`config.mk`:
```
export PLATFORM = sky130hd
export DESIGN_NAME = frame_buffer_reader
export DESIGN_NICKNAME = d
export VERILOG_FILES = /design/src/rtl/frame_buffer_pkg.sv /design/src/rtl/frame_buffer_reader_fifo.sv /design/src/rtl/frame_buffer_reader.sv
export SDC_FILE = /design/constraint.sdc
export NUM_CORES = 1
export LEC_CHECK = 0
export ABC_AREA = 0
export BUFFER_PORTS_ARGS = -buffer_cell sky130_fd_sc_hd__buf_2
export CORE_ASPECT_RATIO = 0.8
export CORE_UTILIZATION = 50
export DETAILED_ROUTE_END_ITERATION = 8
export PLACE_DENSITY = 0.68
export SLEW_MARGIN = 10
export SYNTH_ARGS = -nofsm -noshare
export SYNTH_HDL_FRONTEND = slang
export SYNTH_SLANG_ARGS = --single-unit
```
`constraint.sdc`:
```
create_clock -name clock_in -period 6 [get_ports clock_in]
set_input_delay 0.3 -clock clock_in [delete_from_list [all_inputs] [get_ports clock_in]]
set_output_delay 0.3 -clock clock_in [all_outputs]
set_load 0.02 [all_outputs]
```
`src/rtl/frame_buffer_pkg.sv`:
```
// Shared constants and FIFO entry type for the indexed frame buffer read-out path.
package frame_buffer_pkg;

    localparam int FB_WIDTH         = 640;
    localparam int FB_HEIGHT        = 400;
    localparam int FB_PIXELS        = FB_WIDTH * FB_HEIGHT;
    localparam int FB_ADDRESS_WIDTH = 18;
    localparam int FB_PIXEL_WIDTH   = 4;

    typedef struct packed {
        logic                      first;
        logic                      last;
        logic [FB_PIXEL_WIDTH-1:0] data;
    } fb_pixel_entry_t;

    typedef enum logic {
        IDLE,
        FETCH
    } fb_reader_state_t;

endpackage

```
`src/rtl/frame_buffer_reader_fifo.sv`:
```
// Purpose: synchronous FIFO with push, pop, flush and occupancy count.
// Latency: a push is visible at the head on the cycle after the push edge.
// Backpressure: none internally; the producer must never push when full.
module frame_buffer_reader_fifo #(
    parameter type entry_t = logic [5:0],
    parameter int  DEPTH   = 4,
    localparam int PTR_W   = $clog2(DEPTH),
    localparam int CNT_W   = $clog2(DEPTH + 1)
) (
    input  logic             clock_in,
    input  logic             reset_in,
    input  logic             flush,
    input  logic             push_vld,
    input  entry_t           push_dat,
    input  logic             pop_vld,
    output entry_t           head_dat,
    output logic [CNT_W-1:0] count
);

    entry_t             mem [DEPTH];
    logic [PTR_W-1:0]   wr_ptr;
    logic [PTR_W-1:0]   rd_ptr;

    always_ff @(posedge clock_in) begin
        if (reset_in || flush) begin
            wr_ptr <= '0;
            rd_ptr <= '0;
            count  <= '0;
        end else begin
            if (push_vld) wr_ptr <= wr_ptr + PTR_W'(1);
            if (pop_vld)  rd_ptr <= rd_ptr + PTR_W'(1);
            if (push_vld && !pop_vld)
                count <= count + CNT_W'(1);
            else if (!push_vld && pop_vld)
                count <= count - CNT_W'(1);
        end
    end

    always_ff @(posedge clock_in) begin
        if (push_vld && !flush)
            mem[wr_ptr] <= push_dat;
    end

    assign head_dat = mem[rd_ptr];

endmodule

```
`src/rtl/frame_buffer_reader.sv`:
```
// Purpose: raster scan-out of the 4-bit frame buffer; FRAME_BUFFER_READER_DOUBLE_BUFFER_EN adds bank swap.
// Latency: 3 edges from enable_in to first pixel_valid_out, then 1 pixel/cycle.
// Backpressure: reads are credit-limited so occupancy + in-flight never exceeds FIFO_DEPTH.
module frame_buffer_reader
    import frame_buffer_pkg::*;
#(
    parameter int WIDTH      = FB_WIDTH,
    parameter int HEIGHT     = FB_HEIGHT,
    parameter int FIFO_DEPTH = 4
) (
    input  logic                        clock_in,
    input  logic                        reset_in,
    input  logic                        enable_in,
    output logic                        pixel_read_enable_out,
    output logic [FB_ADDRESS_WIDTH-1:0] pixel_read_address_out,
    input  logic [FB_PIXEL_WIDTH-1:0]   pixel_read_data_in,
    output logic [FB_PIXEL_WIDTH-1:0]   pixel_data_out,
    output logic                        pixel_valid_out,
    input  logic                        pixel_ready_in,
    output logic                        first_pixel_out,
    output logic                        last_pixel_out
`ifdef FRAME_BUFFER_READER_DOUBLE_BUFFER_EN
    ,
    input  logic                        buffer_swap_request_in,
    output logic                        buffer_bank_out,
    output logic                        buffer_swap_done_out
`endif
);

    localparam int CNT_W = $clog2(FIFO_DEPTH + 1);
    localparam logic [FB_ADDRESS_WIDTH-1:0] LAST_ADDR = FB_ADDRESS_WIDTH'(WIDTH * HEIGHT - 1);

    fb_reader_state_t              state;
    logic [FB_ADDRESS_WIDTH-1:0]   addr_cnt;
    logic [CNT_W-1:0]              fifo_count;
    fb_pixel_entry_t               push_dat;
    fb_pixel_entry_t               head_dat;
    logic                          credit_ok;
    logic                          issue;
    logic                          pop_vld;

    // Occupancy is taken before this cycle's pop, so a credit freed by a pop is reused one cycle later.
    assign credit_ok = ({1'b0, fifo_count} + {{CNT_W{1'b0}}, pixel_read_enable_out})
                       < (CNT_W + 1)'(FIFO_DEPTH);
    assign issue     = (state == FETCH) && enable_in && credit_ok;

    always_ff @(posedge clock_in) begin
        if (reset_in || !enable_in) begin
            state                  <= IDLE;
            addr_cnt               <= '0;
            pixel_read_enable_out  <= 1'b0;
            pixel_read_address_out <= '0;
        end else begin
            state                 <= FETCH;
            pixel_read_enable_out <= issue;
            if (issue) begin
                pixel_read_address_out <= addr_cnt;
                addr_cnt <= (addr_cnt == LAST_ADDR) ? '0 : addr_cnt + FB_ADDRESS_WIDTH'(1);
            end
        end
    end

    always_comb begin
        push_dat       = '0;
        push_dat.first = (pixel_read_address_out == '0);
        push_dat.last  = (pixel_read_address_out == LAST_ADDR);
        push_dat.data  = pixel_read_data_in;
    end

    assign pop_vld = pixel_valid_out && pixel_ready_in;

    frame_buffer_reader_fifo #(
        .entry_t (fb_pixel_entry_t),
        .DEPTH   (FIFO_DEPTH)
    ) u_fifo (
        .clock_in (clock_in),
        .reset_in (reset_in),
        .flush    (!enable_in),
        .push_vld (pixel_read_enable_out),
        .push_dat (push_dat),
        .pop_vld  (pop_vld),
        .head_dat (head_dat),
        .count    (fifo_count)
    );

    // FIFO storage is not reset, so head fields are masked until an entry exists.
    assign pixel_valid_out = (fifo_count != '0);
    assign pixel_data_out  = pixel_valid_out ? head_dat.data : '0;
    assign first_pixel_out = pixel_valid_out && head_dat.first;
    assign last_pixel_out  = pixel_valid_out && head_dat.last;

`ifdef FRAME_BUFFER_READER_DOUBLE_BUFFER_EN
    logic swap_pend;
    logic swap_arm;
    logic last_issue;

    assign last_issue = issue && (addr_cnt == LAST_ADDR);

    // The swap is armed by the last-address read and lands with the following address-0 read.
    always_ff @(posedge clock_in) begin
        if (reset_in) begin
            swap_pend            <= 1'b0;
            swap_arm             <= 1'b0;
            buffer_bank_out      <= 1'b0;
            buffer_swap_done_out <= 1'b0;
        end else if (!enable_in) begin
            swap_pend            <= 1'b0;
            swap_arm             <= 1'b0;
            buffer_swap_done_out <= 1'b0;
        end else begin
            buffer_swap_done_out <= issue && swap_arm;
            if (issue && swap_arm) begin
                buffer_bank_out <= ~buffer_bank_out;
                swap_arm        <= 1'b0;
            end
            if (last_issue && swap_pend) begin
                swap_arm  <= 1'b1;
                swap_pend <= buffer_swap_request_in;
            end else if (buffer_swap_request_in) begin
                swap_pend <= 1'b1;
            end
        end
    end
`endif

endmodule
```
==> flow_summary.json <==
{
  "final-hold-violation-count": 0,
  "root_buffer": "clkbuf_8",
  "cts_setup_buffers": 0,
  "drtAntennaViolNets": 0,
  "p_per_area_mw_per_mm2": 273,
  "worst_setup_path_end_kind": "register",
  "final_common_cell": "dfxtp_1",
  "antenna_cells": 0,
  "drive_gt1_share_pct": 20.8,
  "fmax_ghz": 0.408,
  "ir_drop_mv": 0.179,
  "avgSynthCellArea_um2": 10.8,
  "start_kind": "register",
  "synthTopCellsByArea": "dfxtp_1 (31%), edfxtp_1 (24%), nand2_1 (5.5%)",
  "coreArea_mm2": 0.00562,
  "drt-total-wl_mm": 5.99,
  "ys_async_sr_fraction_pct": 0,
  "cts_max_path_buffers": 2,
  "fin_crit_ps": 2450,
  "clock_sinks": 71,
  "syn2layout_area_growth_pct": 14.5,
  "finClkSkew_ps": 6.74,
  "ctsResizeCount": 0,
  "synth-edff-count": 24,
  "final_util_pct": 61.4,
  "firstDrtPassIters": 4,
  "power.total_mw": 0.941,
  "synth_top_cell_area_share_pct": 31.3,
  "syn_nets": 293,
  "setup_violations": 0,
  "antenna_found_initial": 0,
  "grt_start_max_net_pins": 30,
  "viasPerCell": 5.52,
  "rows": 24,
  "grt_pass1_vias": 2008,
  "finalSetupTns_ps": 0,
  "fin_ws_ps": 3550,
  "nets": 327,
  "synth_flop_cell": "dfxtp_1",
  "cp.required_ps": 6270,
  "ys_ff_latch": 71,
  "yosysWarnings": 0,
  "gp_congestion": 0.789,
  "hpwlAfterDp_mm": 4.16,
  "yosysTopAreaCell": "dfxtp_1",
  "rsz0062_at_grt": "false",
  "maxSlewViolCount": 0,
  "synthCells": 278,
  "die_height_um": 71.4,
  "grtUsageTotal_pct": 21.7,
  "postCtsHoldBufs": 0,
  "drc": 0,
  "die-area_mm2": 0.00633,
  "critPathMaxFanout": 9,
  "rrSetupSlack_ps": 3550,
  "clkTransAtPathRegs_ps": 80,
  "ys_seq_area_share_pct": 55.2,
  "dp_slack_ps": 3590,
  "cts.htree.levels": 3,
  "die_w_um": 88.7,
  "leakage_nw": 1.20,
  "routedWlPerCell_um": 15.2,
  "path_class": "reg2reg",
  "worst_slew_pin_slew_ps": 764,
  "hp-class": "in2reg",
  "worstPathArrival_ps": 2720,
  "grt_pass1_wl_mm": 10.1,
  "cts_tree": "built",
  "cts_buffers": 9,
  "status": "finished clean",
  "pin_count": 34,
  "worstSkewPairLatency_ps": 340,
  "drt_iter0_drc": 162,
  "portBuffers": 33,
  "hold_slack_ps": 176,
  "overflow": 0,
  "finalCritPeriodShare_pct": 40.9,
  "via_count": 2181,
  "slew_headroom_pct": 49.0,
  "maxCapViolCount": 0,
  "initial_core_util_pct": 53.6,
  "syn_area_mm2": 0.00301,
  "layout_common_cells": "dfxtp_1 (47), nand2_1 (44), buf_2 (33)",
  "synth_cell_types": 42
}
cell usage after synthesis, types with 2 or more instances:
library cell and instances:
dfxtp_1 47, nand2_1 44, a21oi_1 28, edfxtp_1 24, nor2_1 17, or3_1 8
xnor2_1 8, nand3_1 7, nand4_1 7, nor4_1 7, and2_1 6, and3_1 6
ha_1 6, inv_1 6, mux4_2 6, o21ai_0 6, clkbuf_1 5, xor2_1 5
buf_2 4, o31ai_1 4, or4_1 4, mux2i_1 2, nor3_1 2
stage by stage:
stage / cells / instance area [µm²]
2_1_floorplan: 278 / 3010
3_3_place_gp: 379 / 3230
3_5_place_dp: 379 / 3230
4_1_cts: 395 / 3450
5_1_grt: 395 / 3450
6_report: 395 / 3450
sequential cells by signal, summed over array words and instances, names as in the netlist, named ones only:
register,count
pixel_read_address_out,18
u_fifo.mem,24
u_fifo.count,3
u_fifo.wr_ptr,2
u_fifo.rd_ptr,2
state,1
addr_cnt,18
pixel_read_enable_out,1
critical path, stage by stage, from the launching register on:
cell     delay, ps
dfxtp_1        390
or3_1          560
nand2_1        160
ha_1           200
inv_1           60
fa_1           380
xor2_1         160
or3_1          320
a21oi_1        160
area by class of cell:
class | count | area [µm²]
Clock buffer | 9 | 124
Clock inverter | 7 | 96.3
Fill cell | 478 | 2170
Inverter | 6 | 22.5
Multi-Input combinational cell | 189 | 1260
Sequential cell | 71 | 1660
Tap cell | 78 | 97.6
Timing Repair Buffer | 35 | 180
final timing paths:
| check | start | endpoint | depth (start not counted) |
|---|---|---|---|
| setup / recovery | u_fifo.count[0] | u_fifo.count[2] | 8 |
| hold / removal | pixel_read_data_in[3] | u_fifo.mem[0][3] | 1 |
| setup reg to reg | u_fifo.count[0] | u_fifo.count[2] | 8 |
| hold reg to reg | pixel_read_address_out[8] | pixel_read_address_out[8] | 2 |
cells by family (layout without fill, tap and decap cells):
logic type | after synthesis | after routing | share of synthesized area (%)
flops | 71 | 71 | 55.2
simple gates | 121 | 121 | 22.2
compound gates | 40 | 40 | 7.65
xor+xnor | 13 | 13 | 3.78
buf+inv | 18 | 57 | 2.79
mux | 8 | 8 | 5.16
fa+ha+maj | 7 | 7 | 3.16
metal layers:
layer / track usage, % / wire (µm) / part of all wire [%] / vias to the layer above
li1: - / - / - / 1074
met1: 32.3 / 3010 / 50 / 1038
met2: 30.3 / 2560 / 43 / 60
met3: 5.53 / 314 / 5.2 / 9
met4: 8.60 / 92 / 1.5 / 0
met5: 0 / 0 / 0 / -
power breakdown:
group | leakage [nW] | internal (mW) | total (mW) | switching, mW
sequential | 0.578 | 0.497 | 0.498 | 0.00197
combinational | 0.519 | 0.00876 | 0.0278 | 0.0191
clock | 0.102 | 0.234 | 0.414 | 0.180
total | 1.20 | 0.740 | 0.941 | 0.201
Note: power is estimated with default switching activity, not from simulation.
